File: src/rtl/seq_ctrl.sv
// Microcode sequencer: pc update, CALL/RET through an external registered return stack, HALT.
// pc latency 1 cycle; RET takes 2 cycles via RET_WAIT. stall freezes all state. Optional SEQ_CTRL_GUARD_EN adds the err/HALT stack guard.
module seq_ctrl #(
    parameter int WIDTH     = 8,
    parameter int DEPTH     = 4,
    parameter int START_ADR = 0
) (
    input  logic             clk,
    input  logic             rst_n,
    input  logic             op_vld,
    input  logic [2:0]       op,
    input  logic [WIDTH-1:0] target,
    input  logic             cond,
    input  logic             stall,
    output logic [WIDTH-1:0] pc,
    output logic             busy,
    output logic             halted,
    output logic             err,
    output logic             sub_push,
    output logic             sub_pop,
    output logic [WIDTH-1:0] push_adr,
    input  logic [WIDTH-1:0] pop_adr
);
    localparam int DW = $clog2(DEPTH + 1);

    localparam logic [2:0] OP_NEXT = 3'd0;
    localparam logic [2:0] OP_JUMP = 3'd1;
    localparam logic [2:0] OP_CALL = 3'd2;
    localparam logic [2:0] OP_RET  = 3'd3;
    localparam logic [2:0] OP_BRZ  = 3'd4;
    localparam logic [2:0] OP_HALT = 3'd5;

    typedef enum logic [1:0] {
        S_RUN      = 2'd0,
        S_RET_WAIT = 2'd1,
        S_HALT     = 2'd2
    } state_e;

    state_e           state_q, state_d;
    logic [WIDTH-1:0] pc_q, pc_d;
    logic [DW-1:0]    depth_q, depth_d;
    logic             err_d;
    logic             push_c, pop_c;
    logic [WIDTH-1:0] pc_inc;

    assign pc_inc = pc_q + WIDTH'(1);

    always_comb begin
        state_d = state_q;
        pc_d    = pc_q;
        depth_d = depth_q;
        err_d   = err;
        push_c  = 1'b0;
        pop_c   = 1'b0;
        if (!stall) begin
            case (state_q)
                S_RUN: begin
                    if (op_vld) begin
                        case (op)
                            OP_JUMP: pc_d = target;
                            OP_BRZ:  pc_d = cond ? pc_inc : target;
                            OP_CALL: begin
                                if (depth_q < DW'(DEPTH)) begin
                                    push_c  = 1'b1;
                                    pc_d    = target;
                                    depth_d = depth_q + DW'(1);
                                end else begin
`ifdef SEQ_CTRL_GUARD_EN
                                    err_d   = 1'b1;
                                    state_d = S_HALT;
`else
                                    pc_d    = target;
`endif
                                end
                            end
                            OP_RET: begin
                                if (depth_q != '0) begin
                                    state_d = S_RET_WAIT;
                                end else begin
`ifdef SEQ_CTRL_GUARD_EN
                                    err_d   = 1'b1;
                                    state_d = S_HALT;
`else
                                    pc_d    = pc_inc;
`endif
                                end
                            end
                            OP_HALT: state_d = S_HALT;
                            default: pc_d = pc_inc;
                        endcase
                    end
                end
                // The extra cycle lets the stack's registered top settle after the last push.
                S_RET_WAIT: begin
                    pc_d    = pop_adr;
                    pop_c   = 1'b1;
                    depth_d = depth_q - DW'(1);
                    state_d = S_RUN;
                end
                S_HALT:  state_d = S_HALT;
                default: state_d = S_RUN;
            endcase
        end
    end

    always_ff @(posedge clk or negedge rst_n) begin
        if (!rst_n) begin
            state_q <= S_RUN;
            pc_q    <= WIDTH'(START_ADR);
            depth_q <= '0;
        end else begin
            state_q <= state_d;
            pc_q    <= pc_d;
            depth_q <= depth_d;
        end
    end

`ifdef SEQ_CTRL_GUARD_EN
    logic err_q;
    always_ff @(posedge clk or negedge rst_n) begin
        if (!rst_n) begin
            err_q <= 1'b0;
        end else begin
            err_q <= err_d;
        end
    end
    assign err = err_q;
`else
    assign err = 1'b0;
`endif

    // Stack commands are gated by reset so they drop immediately on assertion.
    assign sub_push = push_c & rst_n;
    assign sub_pop  = pop_c & rst_n;
    assign pc       = pc_q;
    assign push_adr = pc_q;
    assign busy     = (state_q == S_RET_WAIT);
    assign halted   = (state_q == S_HALT);

endmodule

File: config.mk
export PLATFORM = sky130hd
export DESIGN_NAME = seq_ctrl
export DESIGN_NICKNAME = d
export VERILOG_FILES = /design/src/rtl/seq_ctrl.sv
export SDC_FILE = /design/constraint.sdc
export NUM_CORES = 1
export LEC_CHECK = 0
export ABC_AREA = 0
export CAP_MARGIN = 20
export CORE_ASPECT_RATIO = 1.25
export CORE_UTILIZATION = 62
export DETAILED_ROUTE_END_ITERATION = 6
export DONT_BUFFER_PORTS = 1
export GPL_TIMING_DRIVEN = 0
export PLACE_DENSITY = 0.78
export SKIP_LAST_GASP = 1
export SYNTH_ARGS = -nofsm -noshare
export SYNTH_HDL_FRONTEND = slang
export SYNTH_SLANG_ARGS = --single-unit
export TNS_END_PERCENT = 100
File: constraint.sdc
create_clock -name clk -period 1.9 [get_ports clk]
set_input_delay 0.19 -clock clk [delete_from_list [all_inputs] [get_ports clk]]
set_output_delay 0.19 -clock clk [all_outputs]
set_load 0.005 [all_outputs]
Word-level counts from Yosys, hierarchy flattened
Index checks and enable logic that the tools add are counted.
{"block": "word_totals", "register_bits": 13, "inputBits": 24, "out_inout_bits": 21}
{"block": "classes", "addsub": 3, "magnitude_cmp": 1, "n_eq_ne": 14, "n_mux": 20, "bitwise": 3, "n_reduce_logical": 7}
{"op": "$pmux W8 S4", "n": 1}
{"op": "$mux W8", "n": 3}
{"op": "$pmux W8 S2", "n": 1}
{"op": "$reduce_and A5 Y1", "n": 2}
{"op": "$mux W3", "n": 3}
{"op": "$add A8 B1 Y8 const B", "n": 1}
{"op": "$pmux W2 S2", "n": 2}
{"op": "$mux W1", "n": 7}
{"op": "$eq A3 B2 Y1 const B", "n": 2}
{"op": "$eq A3 B3 Y1 const B", "n": 2}
{"op": "$ne A2 B2 Y1 const B", "n": 3}
{"op": "$ne A3 B3 Y1 const B", "n": 2}
{"op": "$pmux W3 S2", "n": 1}
{"op": "$mux W2", "n": 2}
{"op": "$reduce_and A4 Y1", "n": 1}
{"op": "$add A3 B1 Y3 const B", "n": 1}
{"op": "$eq A3 B1 Y1 const B", "n": 1}
{"op": "$lt A3 B3 Y1 const B", "n": 1}
{"op": "$ne A3 B1 Y1 const B", "n": 1}
{"op": "$reduce_bool A3 Y1", "n": 1}
{"op": "$sub A3 B1 Y3 const B", "n": 1}
{"op": "$and A1 B1 Y1", "n": 2}
{"op": "$eq A2 B1 Y1 const B", "n": 1}
{"op": "$eq A2 B2 Y1 const B", "n": 1}
{"op": "other kinds (5)", "n": 5}

Logic depth before layout (Yosys ltp)
{"block": "depth", "word_depth": 7, "mapped_depth": 7}

Least setup slack after synthesis
Ideal clock, no wire load.
{"block": "synth_timing", "kind": "register to register", "startpoint": "register state_q[1]", "endpoint": "register depth_q[2]", "setup_time_ns": 0.079, "t_arrival_ns": 1.668, "t_required_ns": 1.821, "slack_ns": 0.152, "stages_incl_launch_ff": 7, "path_buffers": 1, "cell_sequence": "dfrtp_1 > nand2b_1 > buf_2 > fa_1 > xnor2_1 > nor4_1 > xor2_1"}
{"block": "synth_between", "elab_chain_len": 3, "elab_cells_between_ends": 8, "cone_classes": "4 x eq/ne; 1 x mux; 3 x reduce/logical"}
{"element": "start, declared", "line": "39", "text": "state_e state_q, state_d;"}
{"element": "start signal, assigned", "line": "112", "text": "state_q <= state_d;"}
{"element": "$logic_not A2 Y1 or $eq A2 B1 Y1 (tied branches)", "line": "56", "text": "case (state_q)"}
{"element": "$ne A2 B1 Y1 (no source line) (tied with other cells)"}
{"element": "$reduce_and A5 Y1 (no source line)"}
{"element": "end signal, assigned", "line": "114", "text": "depth_q <= depth_d;"}
{"element": "end, declared", "line": "41", "text": "logic [DW-1:0] depth_q, depth_d;"}
Parallel ways exist; a longest one is shown, timed or not.
A chain may end at the register's enable or synchronous reset.

Final worst setup path
Ends and elaborated chain as after synthesis.

==> flow_summary.toml <==
[cts]
cts_sinks = 13
clk_pin_slew_worst_paths_ns = 0.09
root_buffer = "clkbuf_4"
cts_made_buffers = 3
cts_tree = "yes"
cts_buffer_depth = 2
clk-insertion-delay-late_ns = 0.29
h-tree-depth = 1

[detailed_routing]
dr.pass1.iters = 4
wl_met1_um = 963
maxUsedRoutingLayer = "met4"
wl_um = 2570
wl_per_cell_um = 16.3
num_vias = 1024
drc_errors = 0
via_per_inst = 6.48
dr_wl_met2_um = 1400
ant_nets = 0
route.met3.wl_um = 147
dr.first_iter.drc_count = 14

[yosys]
postSynthCellCount = 131
ys_types = 46
muxShareOfSynthArea_pct = 5.65
synth_ff_type = "dfrtp_1"
synth_edf_count = 0
synth_compound_area_share_pct = 21.0
netlist_area_um2 = 1130
syn_area_per_cell_um2 = 8.62
yosysSeqAreaShare_pct = 28.8
synthSimpleGateAreaFrac_pct = 22.7
synthAdderAreaFrac_pct = 2.88
syn_nets = 157
yosys.area_share.xor_xnor_pct = 5.43
synth_seq_cells = 13
synthArstFlopShare_pct = 100
yosysWarnings = 0
synth_top_family_by_area = "simple AND/OR/NAND/NOR gates"

[power_and_ir_drop]
irDropWorstVdd_uv = 797
pwr_density_cell_nw_per_um2 = 1240
finalPower_mw = 1.54
p_leak_nw = 0.539

[setup_path]
path_buf_inv = 1
worstPathRequired_ns = 2.12
arrival_ns = 2.05
critPathLaunchType = "register"
r2r_slack_ns = 0.07
r2r-start = "state_q[1]$_DFFE_PN0P_"
path_class = "register to register"
cp-end-kind = "register"
crit_family = "flip-flops"
reg2reg_depth = 6
slowest_delay_ns = 0.44
cpMaxStageDelayCell = "dfrtp_2"
crit_chain = "nand2b_4 > buf_6 > fa_1 > xnor2_1 > nor4_2 > xor2_1"
rr_endpoint = "depth_q[2]$_DFFE_PN0P_"
worstPathMaxFanout = 10

[global_routing]
grt_max_degree = 14
grt_pass1_vias = 886
grt_antenna_before_repair = 0
grt-ovfl-total = 0
grt_pass1_wl_um = 3760
grt_use_total_pct = 27.8

[sta]
hold_viol = 0
fmax_mhz = 546
period_share_pct = 96.5
rsz0062_at_grt = "yes"
tns_ns = 0
tightest_slew_ns = 0.643
holdWs_ns = 0.0473
skew_ns = 0.00208
slew_viol_final = 0
setup_viol = 0
period_needed_ns = 1.83
slew_headroom_pct = 57.0

[floorplanning]
pin_count = 45
dieArea_um2 = 2000
die_y_um = 49.7
die_w_um = 40.2
fp.coreArea_um2 = 1640
fp-row-count = 16
initial_core_util_pct = 68.7

[job]
cap_violations = 0

[finish]
instances_no_fill = 158
final_cell_area_um2 = 1240
synthToLayoutAreaGrowth_pct = 9.87
n_fill_cell = 129
antennaDiodeCount = 0
drive_gt1_share_pct = 22.1
finalNetCount = 167

[hold_path]
hold_start = "pop_adr[4]"
min_to = "pc[4]$_DFFE_PN0P_"
hp-class = "primary input to register"
hold_depth = 2

[placement]
placed_cell_area_um2 = 1150
dp.cells = 149
portBuffers = 0
place_hpwl_um = 1820
gp_congestion = 0.799

[status]
outcome = "finished clean"
[power by group]
group	internal, mW	total (mW)	switching [mW]
sequential	0.397	0.592	0.196
combinational	0.434	0.761	0.327
clock	0.0817	0.188	0.106
[per-stage QoR]
stage	util [%]	worst slack (ns)
finish	75.5	0.0670
global route	75.5	-0.0220
CTS	73.7	0.0148
detailed placement	70.1	-0.0142
global placement	70.1	-0.00153
floorplan	-	0.152
[routing by layer]
layer | track usage [%] | up-vias
met5 | 0 | -
met4 | 12.6 | 0
met3 | 4.50 | 7
met2 | 47.8 | 38
met1 | 31.1 | 494
li1 | - | 485
[layout make-up]
cell class                      count  area [um2]  share of cell area [%]
Sequential cell                    13         328                    26.4
Timing Repair Buffer                5        40.0                    3.23
Tap cell                           18        22.5                    1.82
Inverter                           12        45.0                    3.63
Multi-Input combinational cell     92         668                    53.9
Buffer                             14         110                    8.88
Clock buffer                        4        26.3                    2.12
[cell families (layout without fill, tap and decap cells)]
family	count (synthesis)	in the layout
and+or+nand+nor	46	46
xor gates and xnor gates	7	7
adders and majority gates	2	2
muxes	6	6
buffers and inverters	26	35
AOI/OAI and AO/OA	30	30
DFF	13	13
other	1	1
[placed cells by master (no fill, tap or decap), types with 4 or more instances in the layout]
master / synthesis / layout
dfrtp_1: 13 / 11
nand3_1: 5 / 5
xnor2_1: 4 / 4
nor2_1: 9 / 9
nor3_1: 5 / 5
nand2_1: 9 / 9
inv_1: 12 / 12
buf_4: 9 / 13
a31oi_1: 5 / 5
a221oi_1: 4 / 4
o21ai_0: 6 / 6
[sequential cells by signal, indices dropped and copies added, names as in the netlist]
signal	flops
state_q	2
depth_q	3
pc	8
[Yosys cell counts (all sizes together), types with 2 or more instances]
master	count	area (um2)
nor4	4	25.0
xnor2	4	35.0
o31ai	2	15.0
inv	12	45.0
xor2	3	26.3
nor3	5	25.0
mux2i	3	30.0
a221oi	4	35.0
mux2	3	33.8
or3	2	17.5
o21ai	6	30.0
nand3	5	25.0
o221a	2	22.5
a31oi	5	31.3
a21oi	2	10.0
nor2	9	33.8
buf	13	100
and3b	2	17.5
nand2	9	33.8
dfrtp	13	325
nand4	2	12.5
[how the worst max path moves through the flow]
stage	endpoint	depth (start not counted)	slack, ns	startpoint
2_1_floorplan	depth_q[2]$_DFFE_PN0P_	6	0.15	state_q[1]$_DFFE_PN0P_
3_3_place_gp	pc[2]$_DFFE_PN0P_	5	-0.002	depth_q[2]$_DFFE_PN0P_
3_5_place_dp	pc[2]$_DFFE_PN0P_	5	-0.01	depth_q[2]$_DFFE_PN0P_
4_1_cts	depth_q[2]$_DFFE_PN0P_	6	0.01	state_q[1]$_DFFE_PN0P_
5_1_grt	depth_q[2]$_DFFE_PN0P_	6	-0.02	state_q[1]$_DFFE_PN0P_
6_report	depth_q[2]$_DFFE_PN0P_	6	0.07	state_q[1]$_DFFE_PN0P_
[timing repair]
| item | 4_1_cts | 5_1_grt |
|---|---|---|
| endpoints found under the hold margin | 13 | 0 |
| pin swaps | 2 | 3 |
| resized for setup | 3 | 3 |
| setup endpoints to repair | 4 | 4 |
| hold buffers | 1 | 0 |
| buffers inserted | 2 | 2 |
Power figures use the tool's default switching activity.
